`src/rtl/stack_ctrl_pkg.sv`:
```
// Shared definitions for the CPU stack controller: data width, op encoding, capacity helper.
// Pure declarations; no timing or flow control involved.
package stack_ctrl_pkg;

  localparam int WIDTH = 16;

  // {push, pop} encoding, also used by the core's decoder
  localparam logic [1:0] OP_IDLE = 2'b00;
  localparam logic [1:0] OP_POP  = 2'b01;
  localparam logic [1:0] OP_PUSH = 2'b10;
  localparam logic [1:0] OP_REPL = 2'b11;

  // Elements held in total: every spill-memory entry plus the TOS register
  function automatic int stack_cap(input int depth);
    return (2 ** depth) + 1;
  endfunction

endpackage

```
`src/rtl/stack.sv`:
```
// Spill register file: combinational read port, synchronous write port, contents not reset.
// Write lands on the rising edge and is visible on rd immediately after; never stalls.
module stack
  import stack_ctrl_pkg::*;
#(
  parameter int DEPTH = 4
) (
  input  logic             clk,
  input  logic [DEPTH-1:0] ra,
  output logic [WIDTH-1:0] rd,
  input  logic             we,
  input  logic [DEPTH-1:0] wa,
  input  logic [WIDTH-1:0] wd
);

  logic [WIDTH-1:0] mem [2**DEPTH];

  assign rd = mem[ra];

  always_ff @(posedge clk) begin
    if (we) begin
      mem[wa] <= wd;
    end
  end

endmodule

```
`src/rtl/stack_ctrl.sv`:
```
// Stack controller: TOS in a register, lower entries spilled to a stack memory, sticky errors.
// Single-cycle push/pop/replace every clock; no handshake, illegal ops only set error flags.
module stack_ctrl
  import stack_ctrl_pkg::*;
#(
  parameter int DEPTH = 4
) (
  input  logic             clk,
  input  logic             resetq,
  input  logic             push,
  input  logic             pop,
  input  logic [WIDTH-1:0] din,
  input  logic             clr_err,
  output logic [WIDTH-1:0] tos,
  output logic [WIDTH-1:0] nos,
  output logic [DEPTH-1:0] sp,
  output logic [DEPTH:0]   count,
  output logic             empty,
  output logic             full,
  output logic             overflow,
  output logic             underflow
);

  localparam logic [DEPTH:0] CNT_ONE = {{DEPTH{1'b0}}, 1'b1};
  localparam logic [DEPTH:0] CNT_CAP = {1'b1, {DEPTH{1'b0}}} + CNT_ONE;

  logic [1:0]       op;
  logic [WIDTH-1:0] mem_rd;
  logic [DEPTH-1:0] sp_inc;
  logic [DEPTH-1:0] sp_dec;
  logic             spill;
  logic             ovf_set;
  logic             unf_set;
  logic             multi;

  assign op     = {push, pop};
  assign sp_inc = sp + 1'b1;
  assign sp_dec = sp - 1'b1;
  assign empty  = (count == '0);
  assign full   = (count == CNT_CAP);
  assign multi  = (count > CNT_ONE);

  // Replace never counts as an attempted push/pop for error purposes
  always_comb begin
    spill   = 1'b0;
    ovf_set = 1'b0;
    unf_set = 1'b0;
    case (op)
      OP_PUSH: begin
        spill   = !empty && !full;
        ovf_set = full;
      end
      OP_POP: begin
        unf_set = empty;
      end
      default: begin
      end
    endcase
  end

  assign nos = multi ? mem_rd : '0;

  stack #(
    .DEPTH (DEPTH)
  ) u_stack (
    .clk (clk),
    .ra  (sp),
    .rd  (mem_rd),
    .we  (spill),
    .wa  (sp_inc),
    .wd  (tos)
  );

  always_ff @(posedge clk or negedge resetq) begin
    if (!resetq) begin
      tos       <= '0;
      sp        <= '1;
      count     <= '0;
      overflow  <= 1'b0;
      underflow <= 1'b0;
    end else begin
      // A fresh error in the same cycle as clr_err keeps its flag set
      overflow  <= (overflow  & ~clr_err) | ovf_set;
      underflow <= (underflow & ~clr_err) | unf_set;
      case (op)
        OP_PUSH, OP_REPL: begin
          if (empty) begin
            tos   <= din;
            count <= CNT_ONE;
          end else if (op == OP_REPL) begin
            tos <= din;
          end else if (!full) begin
            tos   <= din;
            sp    <= sp_inc;
            count <= count + CNT_ONE;
          end
        end
        OP_POP: begin
          if (multi) begin
            tos   <= mem_rd;
            sp    <= sp_dec;
            count <= count - CNT_ONE;
          end else if (!empty) begin
            tos   <= '0;
            count <= '0;
          end
        end
        default: begin
        end
      endcase
    end
  end

endmodule

```
`config.mk`:
```
export PLATFORM = sky130hd
export DESIGN_NAME = stack_ctrl
export DESIGN_NICKNAME = d
export VERILOG_FILES = /design/src/rtl/stack_ctrl_pkg.sv /design/src/rtl/stack.sv /design/src/rtl/stack_ctrl.sv
export SDC_FILE = /design/constraint.sdc
export NUM_CORES = 1
export LEC_CHECK = 0
export ABC_AREA = 0
export BUFFER_PORTS_ARGS = -buffer_cell sky130_fd_sc_hd__buf_2
export CORE_UTILIZATION = 25
export DETAILED_ROUTE_END_ITERATION = 12
export GPL_ROUTABILITY_DRIVEN = 0
export PLACE_DENSITY = 0.5
export SETUP_SLACK_MARGIN = 0.02
export SYNTH_ARGS = -nofsm -noshare
export SYNTH_HDL_FRONTEND = slang
export SYNTH_SLANG_ARGS = --single-unit
```
`constraint.sdc`:
```
create_clock -name clk -period 2.85 [get_ports clk]
set_clock_uncertainty 0.15 [all_clocks]
set_input_delay 0.7125 -clock clk [delete_from_list [all_inputs] [get_ports clk]]
set_output_delay 0.7125 -clock clk [all_outputs]
set_load 0.005 [all_outputs]
```
======== After elaboration in Yosys (flattened, before gate mapping) ========
Memory sizes are Yosys's and may differ from the RTL's.
Index checks and enable logic that the tools add are counted.
word-level totals
  register bits ........................... 27
  bits in writable memories ............... 256
  output and inout port bits .............. 45
  word-level logic and storage cells ...... 60
  memories kept ........................... 1
cells by class
  $add $sub $neg .......................... 4
  $lt $le $gt $ge ......................... 1
  equal/unequal tests ..................... 12
  multiplexer cells ....................... 23
  bitwise gates (word level) .............. 5
  reduce and logical (&&, ||, !) cells .... 9
memories
  name         depth  bits a word  rd ports  clocked after Yosys merged registers in  write ports  RTL line     RTL
  u_stack.mem  16     16           1         0                                        1            stack.sv:16  logic [WIDTH-1:0] mem [2**DEPTH];
operators by type and width
  kind                                                count
  2-to-1 mux 16 bit                                   6
  case mux 16 bit (2 select lines)                    1
  2-to-1 mux 5 bit                                    5
  2-to-1 mux 4 bit                                    4
  case mux 5 bit (2 select lines)                     1
  != test 3 bit, second input constant                3
  != test 2 bit, second input constant                4
  case mux 4 bit (2 select lines)                     1
  adder 5 x 1 -> 5 bit, second input constant         1
  == test 5 bit, second input constant                1
  > comparator 5 x 1 -> 1 bit, second input constant  1
  logical NOT 5 bit                                   1
  2-to-1 mux 1 bit                                    5
  AND reduction 5 bit                                 1
  subtractor 5 x 1 -> 5 bit, second input constant    1
  adder 4 x 1 -> 4 bit, second input constant         1
  == test 2 bit, second input constant                2
  != test 4 bit, second input constant                1
  AND reduction 4 bit                                 1
  subtractor 4 x 1 -> 4 bit, second input constant    1
  AND reduction 3 bit                                 1
  AND 1 bit                                           2
  == test 2 x 1 -> 1 bit, second input constant       1
  logical NOT 1 bit                                   2
  5 further kinds                                     6

======== Logic depth before layout (Yosys ltp) ========
Gate-level depths: netlist (run 1).
  depth after elaboration ................. 6
  gate-level depth with buffers ........... 9
  depth with buffers taken out ............ 8

======== By module ========
Synthesis (run 1) repeated with hierarchy kept, for this count alone.
unflattened totals
  cell total of the unflattened synthesis .. 611
  area total of the unflattened synthesis .. 11538.6 um^2
modules (own cells, without submodules)
  module      instances  cells an instance  area each (um^2)  sequential area each (um^2)
  stack       1          416                9721.8            7687.4
  stack_ctrl  1          195                1816.7            680.7

======== Worst setup path before layout (run 1) ========
Ideal clock, no wire load.
  path type ............................... reg-to-reg
  from .................................... reg sp[0]
  to ...................................... mem u_stack.mem[5][0], enable pin
  setup time .............................. 0.388 ns
  arrival time ............................ 2.388 ns
  data required time ...................... 2.312 ns
  path slack .............................. -0.076 ns
  stages on the path, launching flop included .. 9
  path buffers ............................ 4
  cell sequence ........................... dfstp_2 buf_6 buf_6 buf_6 buf_4 nand2_1 xor2_1 a31oi_1 nor2_1
between the ends
  cells in the longest elaborated chain, start to end .. 1
RTL lines
  element                 RTL line           RTL
  start, declared         stack_ctrl.sv:16   output logic [DEPTH-1:0] sp,
  start signal, assigned  stack_ctrl.sv:94   sp <= sp_inc;
  start signal, assigned  stack_ctrl.sv:101  sp <= sp_dec;
  adder 4 x 1 -> 4 bit    stack_ctrl.sv:37   assign sp_inc = sp + 1'b1;
  end, declared           stack.sv:16
No other way between the ends.

======== Worst setup path in the final report (run 1) ========
  from .................................... reg sp[0]
  to ...................................... out nos[3]
between the ends
  cells in the longest elaborated chain, start to end .. 2
RTL lines
  element                    RTL line          RTL
  memory read (16 x 16 bit)  -
  2-to-1 mux 16 bit          stack_ctrl.sv:61  assign nos = multi ? mem_rd : '0;
  end, declared              stack_ctrl.sv:15  output logic [WIDTH-1:0] nos,
No other way between the ends.

==> Flow_metrics.wiki, run 1 <==
{| class="wikitable"
! Metric !! Value
|-
| Status || finished, violations left
|-
| Violations in the final reports || setup timing
|-
| Startpoint types || flop
|-
| Cell leakage power || 5.02 nW
|-
| Number of standard-cell rows in the floorplan || 78
|-
| Utilization after layout || 0.324
|-
| Flip-flop cell with the highest count after synthesis || edfxtp_1
|-
| Remaining number of nets flagged by the antenna check after routing || 0
|-
| Number of storage elements in the synthesis netlist || 283
|-
| HP Class || in2async
|-
| Final Setup Violations || 16
|-
| Number of antenna violations at the first check in global routing || 1
|-
| Number of vias in the routed layout || 6633
|-
| Number of global-route vias before repair || 6677
|-
| Most common cell after layout, fill and taps aside || edfxtp_1
|-
| Largest fanout of any net on the critical path || 8
|-
| Peak ir drop on the vdd network || 666 uV
|-
| Worst Slack Setup Final || -598 ps
|-
| Design internal power || 10.7 mW
|-
| Footprint of the multi-input gates || 3200 sq um
|-
| Clock sink count || 283
|-
| Final Max Tran Viols || 0
|-
| Residual DRC || 0
|-
| Average routed wire per standard cell || 22.4 microns
|-
| Post-layout total power || 16.4 mW
|-
| Wire length of the first global-routing pass || 46100 microns
|-
| Gate count after technology mapping || 646
|-
| Switching Power || 5.75 mW
|-
| Per-cell via count in the routed design || 4.67
|-
| Portion of total power attributed to the clock network || 0.218
|-
| Number of port buffers || 65
|-
| Largest buffer count on any clock path || 3
|-
| Final worst path period share || 1.21
|-
| Final total negative setup slack || -8790 ps
|-
| Clock Pin Slew Worst Setup and Hold Paths || 70 ps
|-
| Fraction of registers with async set or reset after synthesis || 0.0954
|-
| Number of warnings printed during yosys synthesis || 0
|-
| Min Clock Period, post-route || 3450 ps
|-
| Final hold violations || 0
|-
| Place WS || -96.1 ps
|-
| Routed Wire Length || 31800 microns
|-
| Die outline width || 217 microns
|-
| Non-filler instance count after layout || 1420
|-
| Clock insertion delay at the later pin of the skew report || 570 ps
|-
| Total Die Area || 47100 sq um
|-
| Hold bufs inserted after CTS || 0
|-
| Core area || 45500 sq um
|-
| Initial standard-cell utilization of the core || 0.254
|-
| Part of the power in registers || 0.374
|-
| Count of fill cells added during filler insertion || 4438
|-
| Pin count of the biggest net entering global routing || 28
|-
| Clock tree from TritonCTS || yes
|-
| CTS buffer count || 28
|-
| N_diodes || 0
|-
| Arr. time, crit path || 2590 ps
|-
| Comb pwr share || 0.408
|-
| Sequential cell area in the final layout || 8370 sq um
|-
| Cell Count Post-Placement || 1356
|-
| Max H-tree Level || 1
|-
| Proportion of layout cells with a drive suffix above 1 || 0.395
|-
| Post-detailed-placement half-perimeter wirelength || 19900 microns
|-
| Average footprint of a synthesized cell || 17.9 sq um
|-
| Root cell of the clock tree || clkbuf_16
|-
| Slew headroom || 0.423
|-
| DRC marker count from the first detailed-route iteration || 526
|-
| Category of the critical setup timing path || reg2out
|-
| Floorplan die height || 217 microns
|-
| Seq/Total Area, Yosys || 0.724
|-
| TritonRoute pass-1 iters || 5
|-
| Power density over the cells || 1110 nW/um^2
|-
| Synthesized net count || 676
|-
| Cell area after synthesis || 11600 sq um
|-
| Area growth from synthesis to layout || 27.6%
|-
| CP required || 1990 ps
|-
| Count of flip-flops with a built-in enable after synthesis || 256
|-
| Switching portion of total power || 0.350
|-
| Unrepaired setup endpoints after global routing || true
|-
| Final #Nets || 828
|-
| Number of library cell types mapped by synthesis || 51
|-
| Fmax || 0.290 GHz
|-
| Total congestion overflow || 0
|-
| Max-cap violation count || 0
|-
| Worst Tran Pin Value || 865 ps
|-
| Global-route usage over all layers || 0.134
|-
| Top Ports || 66
|-
| Highest-count cells in the layout ignoring fill and taps || edfxtp_1, buf_2, buf_4, mux4_2
|-
| Critical Path End Type || primary output
|}
## sequential cells by signal (all words and copies together) (netlist names)
name	count
count	5
overflow	1
sp	4
tos	16
u_stack.mem	256
underflow	1
## layout make-up
| type | count | area share |
|---|---|---|
| Inverter | 9 | 0.00229 |
| Multi-Input combinational cell | 315 | 0.217 |
| Sequential cell | 283 | 0.568 |
| Clock inverter | 12 | 0.00789 |
| Tap cell | 600 | 0.0509 |
| Timing Repair Buffer | 161 | 0.102 |
| Clock buffer | 40 | 0.0519 |
## power groups by stage
stage | Clock, mW | Combinational (mW) | Sequential, mW
2_1_floorplan | 0 | 3.21 | 6.08
3_3_place_gp | 0 | 5.90 | 6.24
3_5_place_dp | 0 | 5.92 | 6.26
4_1_cts | 3.65 | 6.20 | 6.18
5_1_grt | 3.81 | 7.18 | 6.23
6_report | 3.58 | 6.70 | 6.14
## synth_stat cells, types with 6 or more instances
| library cell | count | area share |
|---|---|---|
| ha_1 | 9 | 0.0097 |
| buf_6 | 6 | 0.0058 |
| inv_1 | 8 | 0.0026 |
| o21ai_0 | 8 | 0.0035 |
| buf_2 | 9 | 0.0039 |
| a221o_1 | 16 | 0.014 |
| nor3_1 | 19 | 0.0082 |
| mux4_2 | 48 | 0.094 |
| a21oi_1 | 23 | 0.010 |
| o22ai_2 | 6 | 0.0065 |
| o22ai_1 | 12 | 0.0065 |
| o2bb2ai_1 | 16 | 0.012 |
| nor2_1 | 44 | 0.014 |
| edfxtp_1 | 256 | 0.66 |
| dfrtp_1 | 23 | 0.050 |
| o21ai_1 | 30 | 0.013 |
| mux2i_1 | 31 | 0.027 |
| clkbuf_1 | 17 | 0.0055 |
| nand2_1 | 11 | 0.0036 |
## metal layers
layer	up-vias	GRT usage	routed length [microns]
met5	-	0	13
met4	2	0.0237	430
met3	35	0.0250	1750
met2	193	0.209	14300
met1	3477	0.195	15300
li1	2926	-	-
## repair_timing
action | 4_1_cts | 5_1_grt
pin swaps | 3 | 13
gates cloned | 0 | 3
gates resized for setup | 20 | 32
setup endpoints to repair | 17 | 31
setup buffers | 3 | 6
## through the flow
stage | hold WS, ps | cell area (sq um)
after floorplan | 267 | 11600
after global placement | 313 | 13400
after detailed placement | 316 | 13400
after CTS | 117 | 14500
after global routing | 152 | 14800
final | 106 | 14800
## logic make-up after synthesis
| group | synth area share |
|---|---|
| muxes | 0.121 |
| adders and majority gates | 0.00974 |
| xor gates and xnor gates | 0.00455 |
| DFF | 0.724 |
| buffers and inverters | 0.0214 |
| and+or+nand+nor | 0.0391 |
| AOI/OAI and AO/OA | 0.0801 |
## worst max-delay path: stages, from the launching register on
cell and delay, ps:
dfstp_4 640, buf_8 150, clkbuf_16 160, buf_12 130, mux4_2 500, o22ai_2 210, nor2_2 80, buf_2 130
## worst paths after layout
| path | slack (ps) | cells past startpoint | end | from |
|---|---|---|---|---|
| max | -600 | 7 | nos[3] | sp[0] |
| min | 110 | 1 | count[3] | resetq |
| max in group asynchronous | 1880 | 1 | tos[2] | resetq |
| min in group clk | 240 | 2 | tos[5] | din[5] |
| min reg2reg | 340 | 1 | underflow | underflow |
| max reg2reg | 170 | 8 | u_stack.mem[3][2] | count[0] |
Power figures use the tool's default switching activity.
==> run 2: changes to the inputs <==
--- a/config.mk
+++ b/config.mk
@@ -10,6 +10,7 @@
 export CORE_UTILIZATION = 25
 export DETAILED_ROUTE_END_ITERATION = 12
 export GPL_ROUTABILITY_DRIVEN = 0
+export MAX_ROUTING_LAYER = met4
 export PLACE_DENSITY = 0.5
 export SETUP_SLACK_MARGIN = 0.02
 export SYNTH_ARGS = -nofsm -noshare
==> Flow_metrics.wiki, run 2 (synthesis results as in run 1) <==
{| class="wikitable"
! Metric !! Value
|-
| Residual DRC || 0 (unchanged)
|-
| Final Setup Violations || 16 (unchanged)
|-
| Number of port buffers || 65 (unchanged)
|-
| Total Die Area || 47100 sq um (unchanged)
|-
| Post-detailed-placement half-perimeter wirelength || 19900 microns (unchanged)
|-
| Number of global-route vias before repair || 6659 (-0.27%)
|-
| Root cell of the clock tree || clkbuf_16
|-
| Initial standard-cell utilization of the core || 0.254 (unchanged)
|-
| Post-layout total power || 16.4 mW (about the same)
|-
| Post-placement cell area || 13400 sq um (unchanged)
|-
| Cell leakage power || 5.02 nW (about the same)
|-
| Final design area excluding fillers || 14800 sq um (about the same)
|-
| Pin count of the biggest net entering global routing || 28 (unchanged)
|-
| Average routed wire per standard cell || 22.5 microns (+0.37%)
|-
| Category of the critical setup timing path || reg2out
|-
| Top Family by Delay on Critical Path || flip-flops
|-
| Regs by FF count || u_stack.mem (256), tos (16), count (5)
|-
| Number of vias in the routed layout || 6656 (+0.35%)
|-
| Final Max Tran Viols || 0 (unchanged)
|-
| Most repeated library cell on the critical path || buf_12
|-
| Largest buffer count on any clock path || 3 (unchanged)
|-
| Clock sink count || 283 (unchanged)
|-
| Max-cap violation count || 0 (unchanged)
|-
| Final worst path period share || 1.21 (-0.00448)
|-
| Peak ir drop on the vdd network || 666 uV (about the same)
|-
| Per-cell via count in the routed design || 4.68 (+0.28%)
|-
| Status || finished, violations left
|-
| Core area || 45500 sq um (unchanged)
|-
| TritonRoute pass-1 iters || 7 (+2)
|-
| Final hold violations || 0 (unchanged)
|-
| CTS buffer count || 28 (unchanged)
|-
| Top Ports || 66 (unchanged)
|-
| Startpoint types || flop
|-
| Power density over the cells || 1110 nW/um^2 (about the same)
|-
| Floorplan die height || 217 microns (unchanged)
|-
| Number of antenna violations at the first check in global routing || 1 (unchanged)
|-
| Final #Nets || 828 (unchanged)
|-
| Proportion of layout cells with a drive suffix above 1 || 0.395 (unchanged)
|-
| Worst Tran Pin Value || 873 ps (+7.37 ps)
|-
| Slew headroom || 0.418 (-0.00492)
|-
| Place WS || -96.1 ps (unchanged)
|-
| Count of fill cells added during filler insertion || 4438 (unchanged)
|-
| Clock insertion delay at the later pin of the skew report || 570 ps (about the same)
|-
| Most common cell after layout, fill and taps aside || edfxtp_1
|-
| Worst path bufs/invs || 3 (-1)
|-
| DRC marker count from the first detailed-route iteration || 488 (-7.2%)
|-
| Final total negative setup slack || -8680 ps (+110 ps)
|-
| Worst Slack Setup Final || -585 ps (+12.8 ps)
|-
| Clock tree from TritonCTS || yes
|-
| Global-route usage over all layers || 0.138 (+0.00435)
|-
| Total congestion overflow || 0 (unchanged)
|-
| Highest-count cells in the layout ignoring fill and taps || edfxtp_1, buf_2, buf_4, mux4_2
|-
| Clock Pin Slew Worst Setup and Hold Paths || 70 ps (about the same)
|-
| Min Clock Period, post-route || 3430 ps (-12.8 ps)
|-
| CP required || 1990 ps (about the same)
|-
| Max H-tree Level || 1 (unchanged)
|-
| Die outline width || 217 microns (unchanged)
|-
| Remaining number of nets flagged by the antenna check after routing || 0 (unchanged)
|-
| Unrepaired setup endpoints after global routing || true
|-
| Area growth from synthesis to layout || 27.6% (about the same)
|-
| Fmax || 0.291 GHz (+0.37%)
|-
| Cell-by-cell trace of the critical path || buf_12, buf_12, mux4_2, o2bb2ai_2, o21ai_2, nor2_2, buf_2
|-
| Max FFs per register || 256 (unchanged)
|-
| HP Class || in2async
|-
| Number of standard-cell rows in the floorplan || 78 (unchanged)
|-
| Violations in the final reports || setup timing
|-
| Critical Path End Type || primary output
|-
| Largest fanout of any net on the critical path || 5 (-3)
|-
| Highest-delay cell along the critical path || dfstp_4
|-
| Wire length of the first global-routing pass || 46200 microns (+0.20%)
|-
| Most flops, register || u_stack.mem
|-
| Delay of the slowest cell on the worst path || 640 ps (about the same)
|-
| Routed Wire Length || 31900 microns (+0.44%)
|-
| Arr. time, crit path || 2570 ps (-20 ps)
|-
| Hold bufs inserted after CTS || 0 (unchanged)
|}
[run 2: changes by cell type in the layout (fill, tap and decap cells not counted)]
cell,previous run,this run
diode_2,0,1
[run 2: report_power, final]
group          switching, mW  internal, mW
sequential             0.590          5.55
combinational           3.55          3.15
clock                   1.60          1.98
[run 2: repair_timing]
action | in CTS | in global routing
endpoints found under the setup margin | 17 | 31
pin swaps | 3 | 13
cloned | 0 | 3
resized for setup | 20 | 32
buffers inserted | 3 | 6
[run 2: per-stage QoR]
step / util / hold WS (ps) / cells
after floorplan: - / 267 / 646
after global placement: 0.296 / 313 / 1356
after detailed placement: 0.296 / 316 / 1356
after CTS: 0.318 / 117 / 1411
after global routing: 0.324 / 151 / 1421
final: 0.324 / 105 / 1421
[run 2: final cells by class]
class / instances / area, sq um / area share
Antenna cell: 1 / 2.50 / 0.000170
Clock buffer: 40 / 766 / 0.0519
Clock inverter: 12 / 116 / 0.00789
Inverter: 9 / 33.8 / 0.00229
Multi-Input combinational cell: 315 / 3200 / 0.217
Sequential cell: 283 / 8370 / 0.567
Tap cell: 600 / 751 / 0.0509
Timing Repair Buffer: 161 / 1510 / 0.102
[run 2: final timing paths]
kind / start / endpoint / slack [ps] / depth (start not counted)
worst min register to register: underflow / underflow / 340 / 1
worst max-delay path: sp[0] / nos[3] / -580 / 7
worst max register to register: count[0] / u_stack.mem[3][2] / 180 / 8
min in group clk: din[5] / tos[5] / 240 / 2
max in group asynchronous: resetq / tos[2] / 1880 / 1
worst min-delay path: resetq / count[3] / 100 / 1
[run 2: routing by layer]
metal  vias up  share of wire  track usage
met3        36          0.056       0.0242
met1      3488           0.48        0.197
met2       201           0.45        0.208
li1       2931              -            -
met4         0          0.013       0.0237
met5         -              0            -
